**src/rtl/game_pkg.sv**
```systemverilog
// Shared types and width helpers for the game-flow controller and its per-player slices.
package game_pkg;

    typedef enum logic [1:0] {
        START = 2'd0,
        PLAY  = 2'd1,
        DONE  = 2'd2
    } game_state_t;

    // Bits needed to hold a heart count of 0..max_hearts.
    function automatic int hw_width(input int max_hearts);
        return $clog2(max_hearts + 1);
    endfunction

    // Bits needed for a player index; never narrower than one bit.
    function automatic int pw_width(input int num_players);
        return (num_players <= 2) ? 1 : $clog2(num_players);
    endfunction

    // Bits for the invulnerability countdown; a zero cooldown still gets one bit.
    function automatic int cd_width(input int hit_cooldown);
        return (hit_cooldown < 1) ? 1 : $clog2(hit_cooldown + 1);
    endfunction

endpackage

```
**src/rtl/player_life.sv**
```systemverilog
// One tank's life state: saturating heart counter plus post-hit invulnerability countdown.
module player_life
    import game_pkg::*;
#(
    parameter int MAX_HEARTS   = 5,
    parameter int START_HEARTS = 4,
    parameter int HIT_COOLDOWN = 30,
    localparam int HW = hw_width(MAX_HEARTS),
    localparam int CW = cd_width(HIT_COOLDOWN)
) (
    input  logic          frame_clk,
    input  logic          Reset,
    input  logic          start,
    input  logic          hit_req,
    input  logic          grab,
    input  logic          enable,
    output logic [HW-1:0] hearts,
    output logic          alive,
    output logic          invuln,
    output logic          alive_nxt
);

    logic [HW-1:0] hearts_q, hearts_d;
    logic [CW-1:0] cooldown_q, cooldown_d;
    logic          hit;

    always_comb begin
        // NOTE: every signal gets a default before any branch so no path leaves it unassigned (no latch).
        hearts_d   = hearts_q;
        cooldown_d = cooldown_q;
        hit        = 1'b0;
        if (start) begin
            hearts_d   = HW'(START_HEARTS);
            cooldown_d = '0;
        end else if (enable && (hearts_q != '0)) begin
            hit = hit_req && (cooldown_q == '0);
            // A hit and a grab together cancel; grabs stop at the ceiling.
            if (grab && !hit && (hearts_q != HW'(MAX_HEARTS))) begin
                hearts_d = hearts_q + 1'b1;
            end else if (hit && !grab) begin
                hearts_d = hearts_q - 1'b1;
            end
            if (hit) begin
                cooldown_d = CW'(HIT_COOLDOWN);
            end else if (cooldown_q != '0) begin
                cooldown_d = cooldown_q - 1'b1;
            end
        end
    end

    always_ff @(posedge frame_clk or posedge Reset) begin
        // NOTE: sequential state uses non-blocking assignments so all flops update from pre-edge values.
        if (Reset) begin
            hearts_q   <= '0;
            cooldown_q <= '0;
        end else begin
            hearts_q   <= hearts_d;
            cooldown_q <= cooldown_d;
        end
    end

    assign hearts    = hearts_q;
    assign alive     = (hearts_q != '0);
    assign invuln    = (cooldown_q != '0);
    assign alive_nxt = (hearts_d != '0);

endmodule

```
**src/rtl/game_ctrl_n.sv**
```systemverilog
// Frame-rate game-flow controller for N tanks: hearts, cooldowns, heart power-up, winner/draw.
module game_ctrl_n
    import game_pkg::*;
#(
    parameter int         NUM_PLAYERS  = 2,
    parameter int         MAX_HEARTS   = 5,
    parameter int         START_HEARTS = 4,
    parameter int         HIT_COOLDOWN = 30,
    parameter int         SPAWN_THRESH = 5,
    parameter logic [7:0] RESTART_KEY  = 8'h0A,
    localparam int HW = hw_width(MAX_HEARTS),
    localparam int PW = pw_width(NUM_PLAYERS)
) (
    input  logic                      frame_clk,
    input  logic                      Reset,
    input  logic [NUM_PLAYERS-1:0]    shot_hit,
    input  logic [NUM_PLAYERS-1:0]    powerup_grab,
    input  logic [31:0]               keycode,
    output logic [NUM_PLAYERS*HW-1:0] hearts,
    output logic [NUM_PLAYERS-1:0]    alive,
    output logic [NUM_PLAYERS-1:0]    invuln,
    output logic                      heart_showup,
    output logic                      game_over,
    output logic [PW-1:0]             winner,
    output logic                      draw
);

    localparam int SW = $clog2(NUM_PLAYERS * MAX_HEARTS + 1);
    localparam int AW = $clog2(NUM_PLAYERS + 1);

    game_state_t             state_q, state_d;
    logic                    showup_q, showup_d;
    logic [PW-1:0]           winner_q, winner_d;
    logic                    draw_q, draw_d;

    logic [NUM_PLAYERS-1:0]  alive_nxt;
    logic [NUM_PLAYERS-1:0]  grab_cand;
    logic [NUM_PLAYERS-1:0]  grab_oh;
    logic                    grab_any;
    logic [SW-1:0]           heart_sum;
    logic [AW-1:0]           alive_cnt;
    logic [PW-1:0]           last_alive;
    logic                    start_en;
    logic                    play_en;
    logic                    unused_key;

    assign start_en   = (state_q == START);
    assign play_en    = (state_q == PLAY);
    assign unused_key = ^keycode[31:8];

    // Only living players can touch the heart; lowest index wins via isolate-lowest-set-bit.
    assign grab_cand = powerup_grab & alive & {NUM_PLAYERS{showup_q}};
    assign grab_oh   = grab_cand & (~grab_cand + 1'b1);
    assign grab_any  = |grab_cand;

    for (genvar i = 0; i < NUM_PLAYERS; i++) begin : g_player
        player_life #(
            .MAX_HEARTS   (MAX_HEARTS),
            .START_HEARTS (START_HEARTS),
            .HIT_COOLDOWN (HIT_COOLDOWN)
        ) u_life (
            .frame_clk (frame_clk),
            .Reset     (Reset),
            .start     (start_en),
            .hit_req   (shot_hit[i]),
            .grab      (grab_oh[i]),
            .enable    (play_en),
            .hearts    (hearts[i*HW +: HW]),
            .alive     (alive[i]),
            .invuln    (invuln[i]),
            .alive_nxt (alive_nxt[i])
        );
    end

    // Dead players hold zero hearts, so summing every slot equals the alive-player total.
    always_comb begin
        heart_sum = '0;
        for (int i = 0; i < NUM_PLAYERS; i++) begin
            heart_sum = heart_sum + SW'(hearts[i*HW +: HW]);
        end
    end

    always_comb begin
        alive_cnt  = '0;
        last_alive = '0;
        for (int i = 0; i < NUM_PLAYERS; i++) begin
            if (alive_nxt[i]) begin
                alive_cnt  = alive_cnt + 1'b1;
                last_alive = PW'(i);
            end
        end
    end

    always_comb begin
        state_d  = state_q;
        showup_d = showup_q;
        winner_d = winner_q;
        draw_d   = draw_q;
        case (state_q)
            START: begin
                showup_d = 1'b0;
                winner_d = '0;
                draw_d   = 1'b0;
                state_d  = PLAY;
            end
            PLAY: begin
                // Clearing and spawning are exclusive in one cycle, so a grab never re-spawns at once.
                if (showup_q) begin
                    showup_d = !grab_any;
                end else begin
                    showup_d = (int'(heart_sum) <= SPAWN_THRESH);
                end
                if (alive_cnt == AW'(1)) begin
                    winner_d = last_alive;
                    draw_d   = 1'b0;
                    showup_d = 1'b0;
                    state_d  = DONE;
                end else if (alive_cnt == '0) begin
                    draw_d   = 1'b1;
                    showup_d = 1'b0;
                    state_d  = DONE;
                end
            end
            DONE: begin
                showup_d = 1'b0;
                if (keycode[7:0] == RESTART_KEY) begin
                    state_d = START;
                end
            end
            default: begin
                state_d = START;
            end
        endcase
    end

    always_ff @(posedge frame_clk or posedge Reset) begin
        if (Reset) begin
            state_q  <= START;
            showup_q <= 1'b0;
            winner_q <= '0;
            draw_q   <= 1'b0;
        end else begin
            state_q  <= state_d;
            showup_q <= showup_d;
            winner_q <= winner_d;
            draw_q   <= draw_d;
        end
    end

    assign heart_showup = showup_q;
    assign game_over    = (state_q == DONE);
    assign winner       = winner_q;
    assign draw         = draw_q;

endmodule

```
**config.mk**
```make
export PLATFORM = sky130hd
export DESIGN_NAME = game_ctrl_n
export DESIGN_NICKNAME = d
export VERILOG_FILES = /design/src/rtl/game_pkg.sv /design/src/rtl/player_life.sv /design/src/rtl/game_ctrl_n.sv
export SDC_FILE = /design/constraint.sdc
export NUM_CORES = 1
export LEC_CHECK = 0
export CAP_MARGIN = 20
export CELL_PAD_IN_SITES_DETAIL_PLACEMENT = 0
export CELL_PAD_IN_SITES_GLOBAL_PLACEMENT = 1
export CORE_ASPECT_RATIO = 0.6
export CORE_UTILIZATION = 34
export CTS_CLUSTER_SIZE = 10
export DETAILED_ROUTE_END_ITERATION = 7
export GPL_TIMING_DRIVEN = 0
export PLACE_DENSITY_LB_ADDON = 0.1
export SETUP_SLACK_MARGIN = 0.05
export SYNTH_ARGS = -nofsm -noshare
export SYNTH_HDL_FRONTEND = slang
export SYNTH_HIERARCHICAL = 1
export SYNTH_SLANG_ARGS = --single-unit
```
**constraint.sdc**
```tcl
create_clock -name frame_clk -period 3.6 [get_ports frame_clk]
set_input_delay 0.36 -clock frame_clk [delete_from_list [all_inputs] [get_ports frame_clk]]
set_output_delay 0.36 -clock frame_clk [all_outputs]
set_load 0.03 [all_outputs]
```
After elaboration in Yosys (flattened, before gate mapping)
Index checks and enable logic that the tools add are counted.
- input bits: 38
- word-level logic and storage cells: 101
- bits in registers: 21
- muxes and demuxes: 32
- order comparisons: 1
- equal/unequal tests: 9
- add/sub/neg operators: 9
- reduce and logical (&&, ||, !) cells: 38
- bitwise logic cells: 4
- operator list (kind ; count):
    5-bit 2-to-1 mux ; 8
    3-bit 2-to-1 mux ; 8
    3-bit nonzero test ; 6
    1-bit logical AND ; 10
    5-bit logical NOT ; 2
    2-bit AND reduction ; 5
    5-bit nonzero test ; 2
    5-bit by 1-bit subtractor with 5-bit output (second input constant) ; 2
    3-bit != test (second input constant) ; 3
    8-bit by 4-bit == test with 1-bit output (second input constant) ; 1
    1-bit 2-to-1 mux ; 8
    2-bit 2-to-1 mux ; 4
    2-bit nonzero test ; 4
    3-bit by 1-bit adder with 3-bit output (second input constant) ; 2
    2-bit bitwise AND ; 3
    1-bit one-hot mux with 2 select lines ; 3
    2-bit one-hot mux with 3 select lines ; 1
    3-bit by 1-bit subtractor with 3-bit output (second input constant) ; 2
    1-bit logical NOT ; 5
    2-bit by 1-bit adder with 2-bit output (second input constant) ; 2
    3-bit by 3-bit adder with 4-bit output ; 1
    2-bit by 1-bit == test with 1-bit output (second input constant) ; 2
    4-bit by 3-bit <= comparator with 1-bit output (second input constant) ; 1
    2-bit logical NOT ; 2
    other kinds (5) ; 6

Longest topological paths before layout
Gate-level depths: netlist of run 1.
- depth in word-level cells: 20
- mapped depth: 15
- gate-level depth less buffers: 15

Modules after synthesis
The synthesis of run 1 kept the hierarchy.
- by module, submodules not included (module ; times used ; cells each ; area an instance (um^2)):
    player_life ; 2 ; 67 ; 621.8
    game_ctrl_n ; 1 ; 45 ; 405.4

Worst setup path after synthesis of run 1
Ideal clock, no wire load.
- path kind: reg-to-reg
- start: register g_player[1].u_life.hearts_q[0]
- end: register showup_q (netlist: heart_showup)
- library setup time: 64 ps
- stages on the path, launching flop included: 16
- arrival: 3326 ps
- setup slack: 211 ps
- path buffers: 0
- cells stage by stage: dfrtp_1 -> inv_1 -> ha_1 -> nand2b_4 -> nand3_1 -> a21oi_1 -> a21boi_0 -> a21boi_2 -> mux2_4 -> o31a_1 -> nand4bb_1 -> inv_1 -> ha_1 -> or4b_1 -> a21oi_1 -> o22a_2
- longest elaborated chain between the ends: 18
- RTL lines (item ; line ; source):
    from (decl) ; player_life.sv:23 ; logic [HW-1:0] hearts_q, hearts_d;
    from (signal assigned) ; player_life.sv:57 ; hearts_q <= hearts_d;
    3-bit nonzero test (*) ; player_life.sv:63 ; assign alive = (hearts_q != '0);
    via alive[1] ; game_ctrl_n.sv:20 ; output logic [NUM_PLAYERS-1:0] alive,
    2-bit bitwise AND (*) (2 in series) ; game_ctrl_n.sv:52 ; assign grab_cand = powerup_grab & alive & {NUM_PLAYERS{showup_q}};
    2-bit NOT ; game_ctrl_n.sv:53 ; assign grab_oh = grab_cand & (~grab_cand + 1'b1);
    2-bit by 1-bit adder with 2-bit output ; game_ctrl_n.sv:53 ;
    2-bit bitwise AND (*) ; game_ctrl_n.sv:53 ;
    via grab_oh[1] ; game_ctrl_n.sv:38 ; logic [NUM_PLAYERS-1:0] grab_oh;
    1-bit logical NOT ; player_life.sv:40 ; end else if (hit && !grab) begin
    (+5 left out) ; n/a ;
    via g_player[1].u_life.hearts_d[1] ; player_life.sv:23 ;
    3-bit nonzero test (*) ; player_life.sv:65 ; assign alive_nxt = (hearts_d != '0);
    via alive_nxt[1] ; game_ctrl_n.sv:36 ; logic [NUM_PLAYERS-1:0] alive_nxt;
    2-bit 2-to-1 mux (*) ; game_ctrl_n.sv:87 ; if (alive_nxt[i]) begin
    2-bit logical NOT ; game_ctrl_n.sv:118 ; end else if (alive_cnt == '0) begin
    1-bit 2-to-1 mux ; game_ctrl_n.sv:118 ;
    1-bit 2-to-1 mux (*) ; game_ctrl_n.sv:113 ; if (alive_cnt == AW'(1)) begin
    1-bit one-hot mux with 2 select lines (*) ; game_ctrl_n.sv:99 ; case (state_q)
    to (signal assigned) ; game_ctrl_n.sv:144 ; showup_q <= showup_d;
    to (decl) ; game_ctrl_n.sv:32 ; logic showup_q, showup_d;
The timed path passes the listed nets; every way through them passes the cells marked *.
A chain may end at the register's enable or synchronous reset.

Final worst setup path of run 1
- start: register g_player[0].u_life.hearts_q[0]
- end: register showup_q (netlist: heart_showup)
- longest elaborated chain between the ends: 20
- RTL lines (item ; line ; source):
    from (decl) ; player_life.sv:23 ;
    from (signal assigned) ; player_life.sv:57 ;
    3-bit nonzero test (*) ; player_life.sv:63 ;
    2-bit bitwise AND (*) (2 in series) ; game_ctrl_n.sv:52 ;
    via grab_cand[0] ; game_ctrl_n.sv:37 ; logic [NUM_PLAYERS-1:0] grab_cand;
    2-bit NOT ; game_ctrl_n.sv:53 ;
    2-bit by 1-bit adder with 2-bit output ; game_ctrl_n.sv:53 ;
    2-bit bitwise AND (*) ; game_ctrl_n.sv:53 ;
    1-bit logical NOT ; player_life.sv:40 ;
    1-bit logical AND ; player_life.sv:40 ;
    (+4 left out) ; n/a ;
    via g_player[0].u_life.hearts_d[1] ; player_life.sv:23 ;
    (+1 left out) ; n/a ;
    via alive_nxt[0] ; game_ctrl_n.sv:36 ;
    1-bit 2-to-1 mux (*) ; game_ctrl_n.sv:87 ;
    2-bit by 1-bit adder with 2-bit output ; game_ctrl_n.sv:88 ; alive_cnt = alive_cnt + 1'b1;
    2-bit 2-to-1 mux (*) ; game_ctrl_n.sv:87 ;
    2-bit logical NOT ; game_ctrl_n.sv:118 ;
    1-bit 2-to-1 mux ; game_ctrl_n.sv:118 ;
    1-bit 2-to-1 mux (*) ; game_ctrl_n.sv:113 ;
    1-bit one-hot mux with 2 select lines (*) ; game_ctrl_n.sv:99 ;
Marked as above.

==> results of run 1 <==
repair_timing:
action,in CTS,in global routing
endpoints found under the setup margin,1,3
pin swaps,0,1
gates resized for setup,1,14
setup buffers,0,7
worst paths after layout:
check / slack [ns] / to / cells past startpoint / startpoint
setup / recovery: 0.18 / heart_showup / 14 / g_player[0].u_life/hearts[0]
hold / removal: 0.38 / heart_showup / 2 / Reset
setup reg to reg: 0.18 / heart_showup / 14 / g_player[0].u_life/hearts[0]
hold reg to reg: 0.54 / draw / 2 / draw
max in group asynchronous: 2.90 / g_player[0].u_life/hearts[1] / 2 / Reset
min in group frame_clk: 0.54 / draw / 2 / draw
registers in the layout, summed over array words and instances, names as in the netlist:
register	flops
draw	1
g_player.u_life/cooldown_q	10
g_player.u_life/hearts	6
heart_showup	1
state_q	2
winner	1
worst max-delay path, stage by stage (launching register included):
cell,delay [ns]
sky130_fd_sc_hd__dfrtp_2,0.45
sky130_fd_sc_hd__inv_2,0.10
sky130_fd_sc_hd__ha_2,0.20
sky130_fd_sc_hd__nand2b_4,0.09
sky130_fd_sc_hd__and3_1,0.23
sky130_fd_sc_hd__a21boi_1,0.16
sky130_fd_sc_hd__a21boi_2,0.18
sky130_fd_sc_hd__mux2_4,0.27
sky130_fd_sc_hd__o31a_1,0.29
sky130_fd_sc_hd__nand4bb_1,0.21
sky130_fd_sc_hd__inv_1,0.08
sky130_fd_sc_hd__ha_1,0.27
sky130_fd_sc_hd__or4b_1,0.55
sky130_fd_sc_hd__a21oi_1,0.14
sky130_fd_sc_hd__o22a_2,0.15
metal layers:
| layer | vias to the layer above | routed length [um] | part of all wire [%] |
|---|---|---|---|
| li1 | 704 | - | - |
| met1 | 678 | 2158 | 53 |
| met2 | 50 | 1640 | 40 |
| met3 | 2 | 254 | 6.2 |
| met4 | 0 | 17 | 0.42 |
| met5 | - | 0 | 0 |
cell usage in the layout, fill, tap and decap left out, types with 3 or more instances in the layout:
master                            count
sky130_fd_sc_hd__clkbuf_8             3
sky130_fd_sc_hd__nand2_1              6
sky130_fd_sc_hd__nor2_1              18
sky130_fd_sc_hd__clkdlybuf4s50_1     27
sky130_fd_sc_hd__dfrtp_2              4
sky130_fd_sc_hd__nand3_1              9
sky130_fd_sc_hd__a21boi_2             3
sky130_fd_sc_hd__a21oi_1             11
sky130_fd_sc_hd__buf_4                7
sky130_fd_sc_hd__o21ai_0             12
sky130_fd_sc_hd__nand2b_1             3
sky130_fd_sc_hd__dfrtp_1             17
sky130_fd_sc_hd__ha_1                14
sky130_fd_sc_hd__a211oi_1             6
sky130_fd_sc_hd__inv_2                6
sky130_fd_sc_hd__inv_1               19
sky130_fd_sc_hd__xnor2_1              5
power breakdown:
part / switching, mW / internal [mW] / leakage, nW
Combinational: 0.623 / 0.535 / 0.670
Clock: 0.0770 / 0.0770 / 0.0255
Sequential: 0.117 / 0.334 / 0.256
Total: 0.817 / 0.945 / 0.951
per-stage QoR:
step           cell area (sq um)  cells  setup WS [ns]  hold WS, ns
6_report                    2131    280         0.1848       0.3753
5_1_grt                     2131    280        0.05117       0.3746
4_1_cts                     2044    273        0.07694       0.3794
3_5_place_dp                1998    269        0.07768       0.5231
3_3_place_gp                1998    269        0.04601       0.5209
2_1_floorplan               1649    179         0.2105       0.1385
cell type report:
type                    instances  area, sq um  area share (%)
plain buffers                   4        45.04           2.114
clock buffers                   3        41.29           1.938
clock inverters                 1        5.005          0.2349
inverters                      25        93.84           4.404
multi-input cells             129         1013           47.56
flip-flops and latches         21        530.5           24.90
well taps                      63        78.83           3.699
repair buffers                 34        322.8           15.15
logic make-up (layout without fill, tap and decap cells):
logic type / after synthesis / count (layout) / synth area share, %
buffers and inverters: 29 / 67 / 8.422
muxes: 2 / 2 / 1.821
adders and majority gates: 17 / 17 / 13.35
AOI/OAI and AO/OA: 47 / 47 / 19.12
xor gates and xnor gates: 5 / 5 / 2.655
DFF: 21 / 21 / 31.87
and+or+nand+nor: 58 / 58 / 22.76
==> flow_summary_export.csv, run 1 <==
group,metric,value,unit
synthesis,async_flop_share,100.0,%
sta,final_slew_viol_count,0,
die,die_area,5142,sq um
die,placement_rows,19,
sta,min_period_over_period,94.87,%
cts,buffer_cell_driving_the_clock_tree_root,"sky130_fd_sc_hd__clkbuf_8",
flow_run,max_cap_violation_count,0,
finish,areaGrowthSynthToFinish,29.21,%
synthesis,synthDominantCellAreaShare,31.87,%
critical_path,start_kind,"register",
sta,final_period_minus_worst_setup_slack,3.415,ns
detailed_routing,drtPass1Iterations,4,
power,vdd_ir_drop_max,309.1,uV
detailed_routing,dr_drc_count,0,
finish,finish.net_count,273,
global_route,grt_first_pass_wirelength,6651,um
finish,antenna_cells,0,
power,leakage,0.9515,nW
synthesis,synth_warnings,6,
synthesis,yosysMostFrequentCell,"sky130_fd_sc_hd__inv_1",
synthesis,synth_largest_area_cell,"sky130_fd_sc_hd__dfrtp_1",
critical_path,worstPathArrival,3.62,ns
worst_hold_path,hold_path_class,"input port to asynchronous set/reset pin",
finish,finalCoreUtilization,46.20,%
synthesis,number_of_enable_flip_flop_cells_after_synthesis,0,
synthesis,yosysUniqueCellTypes,42,
synthesis,dominant_synthesized_flop_cell,"sky130_fd_sc_hd__dfrtp_1",
sta,maxSlewHeadroom,75.37,%
cts,clock_pin_slew_worst_setup_and_hold_paths,0.08,ns
cts,cts-buffers-inserted,3,
detailed_routing,vias,1434,
placement,routabilityCongestion,0.8744,
cts,cts_hold_buffers,0,
power,p_per_area,827.1,nW/um^2
finish,layout_cells_sized_above_1,20.28,%
critical_path,cp-end-kind,"register",
global_route,initial_antenna_violation_count,0,
synthesis,syn-num-nets,234,
global_route,grt_util_all_layers,16.26,%
detailed_routing,avgRoutedWirePerCell,14.54,um
die,die-height,55.95,um
die,floorplan.initialDensity,35.76,%
critical_path,required,3.81,ns
die,floorplan.core_area,4612,sq um
detailed_routing,viasPerCell,5.121,
synthesis,ys_seq_area_share,31.87,%
cts,cts.path.max_buffers,2,
sta,grt_setup_unrepaired,"false",
global_route,gr-usage-met2,23.45,%
outcome,run_status,"finished, final reports clean",
global_route,grt.met1_usage,25.51,%
power,total_power,1.762,mW
sta,finalClockSkew,0.006333,ns
placement,port_buffers,27,
synthesis,synthCells,179,
placement,hpwl,3167,um
sta,setup_viol,0,
global_route,grt_start_max_net_pins,13,
die,pin_count,52,
detailed_routing,routed_wl,4070,um
cts,clkLatencyLatePin,0.26,ns
detailed_routing,detailedRoute.firstIterationViolations,84,
sta,timing.final.hold_violations,0,
synthesis,netlist_top_cells_count,"23 x sky130_fd_sc_hd__inv_1, 21 x sky130_fd_sc_hd__dfrtp_1, 18 x sky130_fd_sc_hd__nor2_1",
global_route,vias_in_the_first_global_route,1390,
sta,maxClockFrequency,292.8,MHz
die,die_width,91.91,um
cts,tritoncts_num_sinks,21,
synthesis,yosys_register_bits,21,
critical_path,critPathKind,"register to register",
global_route,globalRoute.busiestLayer,"met1",
synthesis,synth.avg_cell_area,9.213,sq um
synthesis,syn-cell-area,1649,sq um
sta,worst-slew-pin-transition,0.3668,ns
finish,num-fill-cells,459,
global_route,grt_util_met3,3.005,%
synthesis,synth.area.top_cells,"sky130_fd_sc_hd__dfrtp_1 32%, sky130_fd_sc_hd__ha_1 12%, sky130_fd_sc_hd__inv_1 5.2%",
cts,tritoncts,"done",
sta,setup_total_negative_slack,0,ns
cts,ctsHtreeMaxLevel,1,
critical_path,path_max_fanout,7,
global_route,overflow,0,
detailed_routing,drt.antenna.violating_nets,0,
(Power assumes the default switching activity.)
==> run 2, diff against run 1 <==
--- a/config.mk
+++ b/config.mk
@@ -14,7 +14,6 @@
 export DETAILED_ROUTE_END_ITERATION = 7
 export GPL_TIMING_DRIVEN = 0
 export PLACE_DENSITY_LB_ADDON = 0.1
-export SETUP_SLACK_MARGIN = 0.05
 export SYNTH_ARGS = -nofsm -noshare
 export SYNTH_HDL_FRONTEND = slang
 export SYNTH_HIERARCHICAL = 1
==> run 2 against run 1 <==
Via count shrank 0.77%. Total power fell by 1.2%. Routed wire length is essentially flat. Critical endpoint unchanged. Register-to-register slack got worse by 0.04 ns. Die area stayed put. Sequential share of layout area rose by 0.30 points. Combinational power barely moved. Utilization is 0.54 points lower. Clock-buffer cell count did not move. Flip-flop and latch count stayed put. Critical path depth unchanged.
==> flow_summary_export.csv, run 2 (synthesized netlist as in run 1, its figures left out) <==
group,metric,value,unit
cts,cts_hold_buffers,0,
placement,numPlacedInstances,269,
critical_path,worstPathArrival,3.67,ns
sta,timing.final.hold_violations,0,
global_route,overflow,0,
sta,maxClockFrequency,289.1,MHz
power,combPwrFrac,64.8,%
global_route,grt_start_max_net_pins,13,
cts,buffer_cell_driving_the_clock_tree_root,"sky130_fd_sc_hd__clkbuf_8",
detailed_routing,drt.antenna.violating_nets,0,
sta,min_period_over_period,96.09,%
placement,hpwl,3167,um
critical_path,cp-end-kind,"register",
die,placement_rows,19,
finish,final-instance-count-excl-fill,277,
detailed_routing,viasPerCell,5.137,
cts,cts.path.max_buffers,2,
detailed_routing,vias,1423,
sta,setup_viol,0,
placement,dp_slack,0.07768,ns
critical_path,required,3.81,ns
die,die_area,5142,sq um
die,die_width,91.91,um
global_route,initial_antenna_violation_count,0,
die,die-height,55.95,um
finish,layout_cells_sized_above_1,17.76,%
power,leakage,0.9375,nW
detailed_routing,drtPass1Iterations,6,
finish,areaGrowthSynthToFinish,27.69,%
cts,tritoncts,"done",
power,switching_share,46.84,%
critical_path,critPathKind,"register to register",
finish,finish.net_count,270,
critical_path,path_max_fanout,7,
critical_path,start_kind,"register",
cts,clkLatencyLatePin,0.26,ns
finish,antenna_cells,0,
power,vdd_ir_drop_max,307.1,uV
sta,finalClockSkew,0.006893,ns
die,floorplan.core_area,4612,sq um
power,internal_power,0.9255,mW
global_route,grt_first_pass_wirelength,6651,um
detailed_routing,detailedRoute.firstIterationViolations,58,
detailed_routing,routed_wl,4074,um
finish,num-fill-cells,464,
die,floorplan.initialDensity,35.76,%
finish,layout_common_cells,"27 x sky130_fd_sc_hd__clkdlybuf4s50_1, 21 x sky130_fd_sc_hd__inv_1, 18 x sky130_fd_sc_hd__nor2_1",
sta,worst-slew-pin-transition,0.3720,ns
die,pin_count,52,
finish,flip_flop_count_of_the_largest_register_all_copies_and_words_added,10,
flow_run,max_cap_violation_count,0,
cts,ctsHtreeMaxLevel,1,
outcome,run_status,"finished, final reports clean",
global_route,vias_in_the_first_global_route,1390,
detailed_routing,dr_drc_count,0,
power,net_sw_power,0.8154,mW
sta,final_slew_viol_count,0,
placement,routabilityCongestion,0.8744,
cts,tritoncts_num_sinks,21,
cts,cts-buffers-inserted,3,
finish,layout.cells.most_common,"sky130_fd_sc_hd__clkdlybuf4s50_1",
placement,port_buffers,27,
detailed_routing,avgRoutedWirePerCell,14.71,um
worst_hold_path,hold_path_class,"input port to asynchronous set/reset pin",
sta,maxSlewHeadroom,75.02,%
power,seqPwrFrac,26.3,%
global_route,grt_util_all_layers,16.26,%
power,power_frac_clock,8.9,%
sta,final_critical_path_setup_slack,0.1407,ns
finish,most_flop_heavy_register,"g_player.u_life/cooldown_q",
sta,final_period_minus_worst_setup_slack,3.459,ns
cts,clock_pin_slew_worst_setup_and_hold_paths,0.08,ns
power,total_power,1.741,mW
power,p_per_area,826.7,nW/um^2
-- run 2: cell types whose count changed in the layout (fill, tap and decap cells not counted) --
cell,change
sky130_fd_sc_hd__ha_1,+1
sky130_fd_sc_hd__buf_4,-3
sky130_fd_sc_hd__inv_1,+2
sky130_fd_sc_hd__ha_2,-1
sky130_fd_sc_hd__inv_2,-2
-- run 2: worst paths after layout --
check                                                   from                      endpoint  slack (ns)  cells after the start
worst max-delay path            g_player[0].u_life/hearts[0]                  heart_showup        0.14                     14
worst min-delay path                                   Reset                  heart_showup        0.37                      2
worst max register to register  g_player[0].u_life/hearts[0]                  heart_showup        0.14                     14
worst min register to register                          draw                          draw        0.54                      2
max in group asynchronous                              Reset  g_player[0].u_life/hearts[1]        2.90                      2
min in group frame_clk                                  draw                          draw        0.54                      2
-- run 2: per-layer routing --
metal  vias up  track usage [%]  part of all wire (%)
li1        696                -                     -
met5         -                0                     0
met1       684            25.51                    54
met2        41            23.45                    41
met4         0            2.232                  0.42
met3         2            3.005                   4.5
-- run 2: repair_timing --
action,in CTS,in global routing
gates resized for setup,0,12
endpoints found under the setup margin,0,3
endpoints found under the hold margin,0,0
buffers inserted,0,4
-- run 2: layout make-up --
type                            count  area [sq um]  share of cell area, %
Inverter                           25         93.84                  4.456
Buffer                              4         45.04                  2.139
Timing Repair Buffer               31         300.3                  14.26
Tap cell                           63         78.83                  3.743
Multi-Input combinational cell    129          1011                  48.01
Clock buffer                        3         41.29                  1.961
Sequential cell                    21         530.5                  25.19
Clock inverter                      1         5.005                 0.2377
-- run 2: critical path, cell delays in order (launching register included) --
cell	delay, ns
sky130_fd_sc_hd__dfrtp_2	0.44
sky130_fd_sc_hd__inv_1	0.14
sky130_fd_sc_hd__ha_2	0.21
sky130_fd_sc_hd__nand2b_4	0.09
sky130_fd_sc_hd__and3_1	0.22
sky130_fd_sc_hd__a21boi_1	0.16
sky130_fd_sc_hd__a21boi_2	0.18
sky130_fd_sc_hd__mux2_4	0.27
sky130_fd_sc_hd__o31a_1	0.29
sky130_fd_sc_hd__nand4bb_1	0.20
sky130_fd_sc_hd__inv_1	0.08
sky130_fd_sc_hd__ha_1	0.27
sky130_fd_sc_hd__or4b_1	0.55
sky130_fd_sc_hd__a21oi_1	0.14
sky130_fd_sc_hd__o22a_2	0.15
-- run 2: power groups by stage --
stage	sequential, mW	combinational, mW	clock (mW)
2_1_floorplan	0.486	0.723	0
3_3_place_gp	0.452	1.04	0
3_5_place_dp	0.459	1.06	0
4_1_cts	0.453	1.07	0.160
5_1_grt	0.476	1.25	0.175
6_report	0.458	1.13	0.155
-- run 2: through the flow --
| step | hold slack, ns | utilization, % | cell area (sq um) | TNS, ns |
|---|---|---|---|---|
| after detailed placement | 0.5231 | 43.33 | 1998 | 0 |
| after global placement | 0.5209 | 43.33 | 1998 | 0 |
| final | 0.3748 | 45.66 | 2106 | 0 |
| after global routing | 0.3746 | 45.66 | 2106 | -0.05589 |
| after floorplan | 0.1385 | - | 1649 | 0 |
| after CTS | 0.3794 | 44.33 | 2044 | 0 |
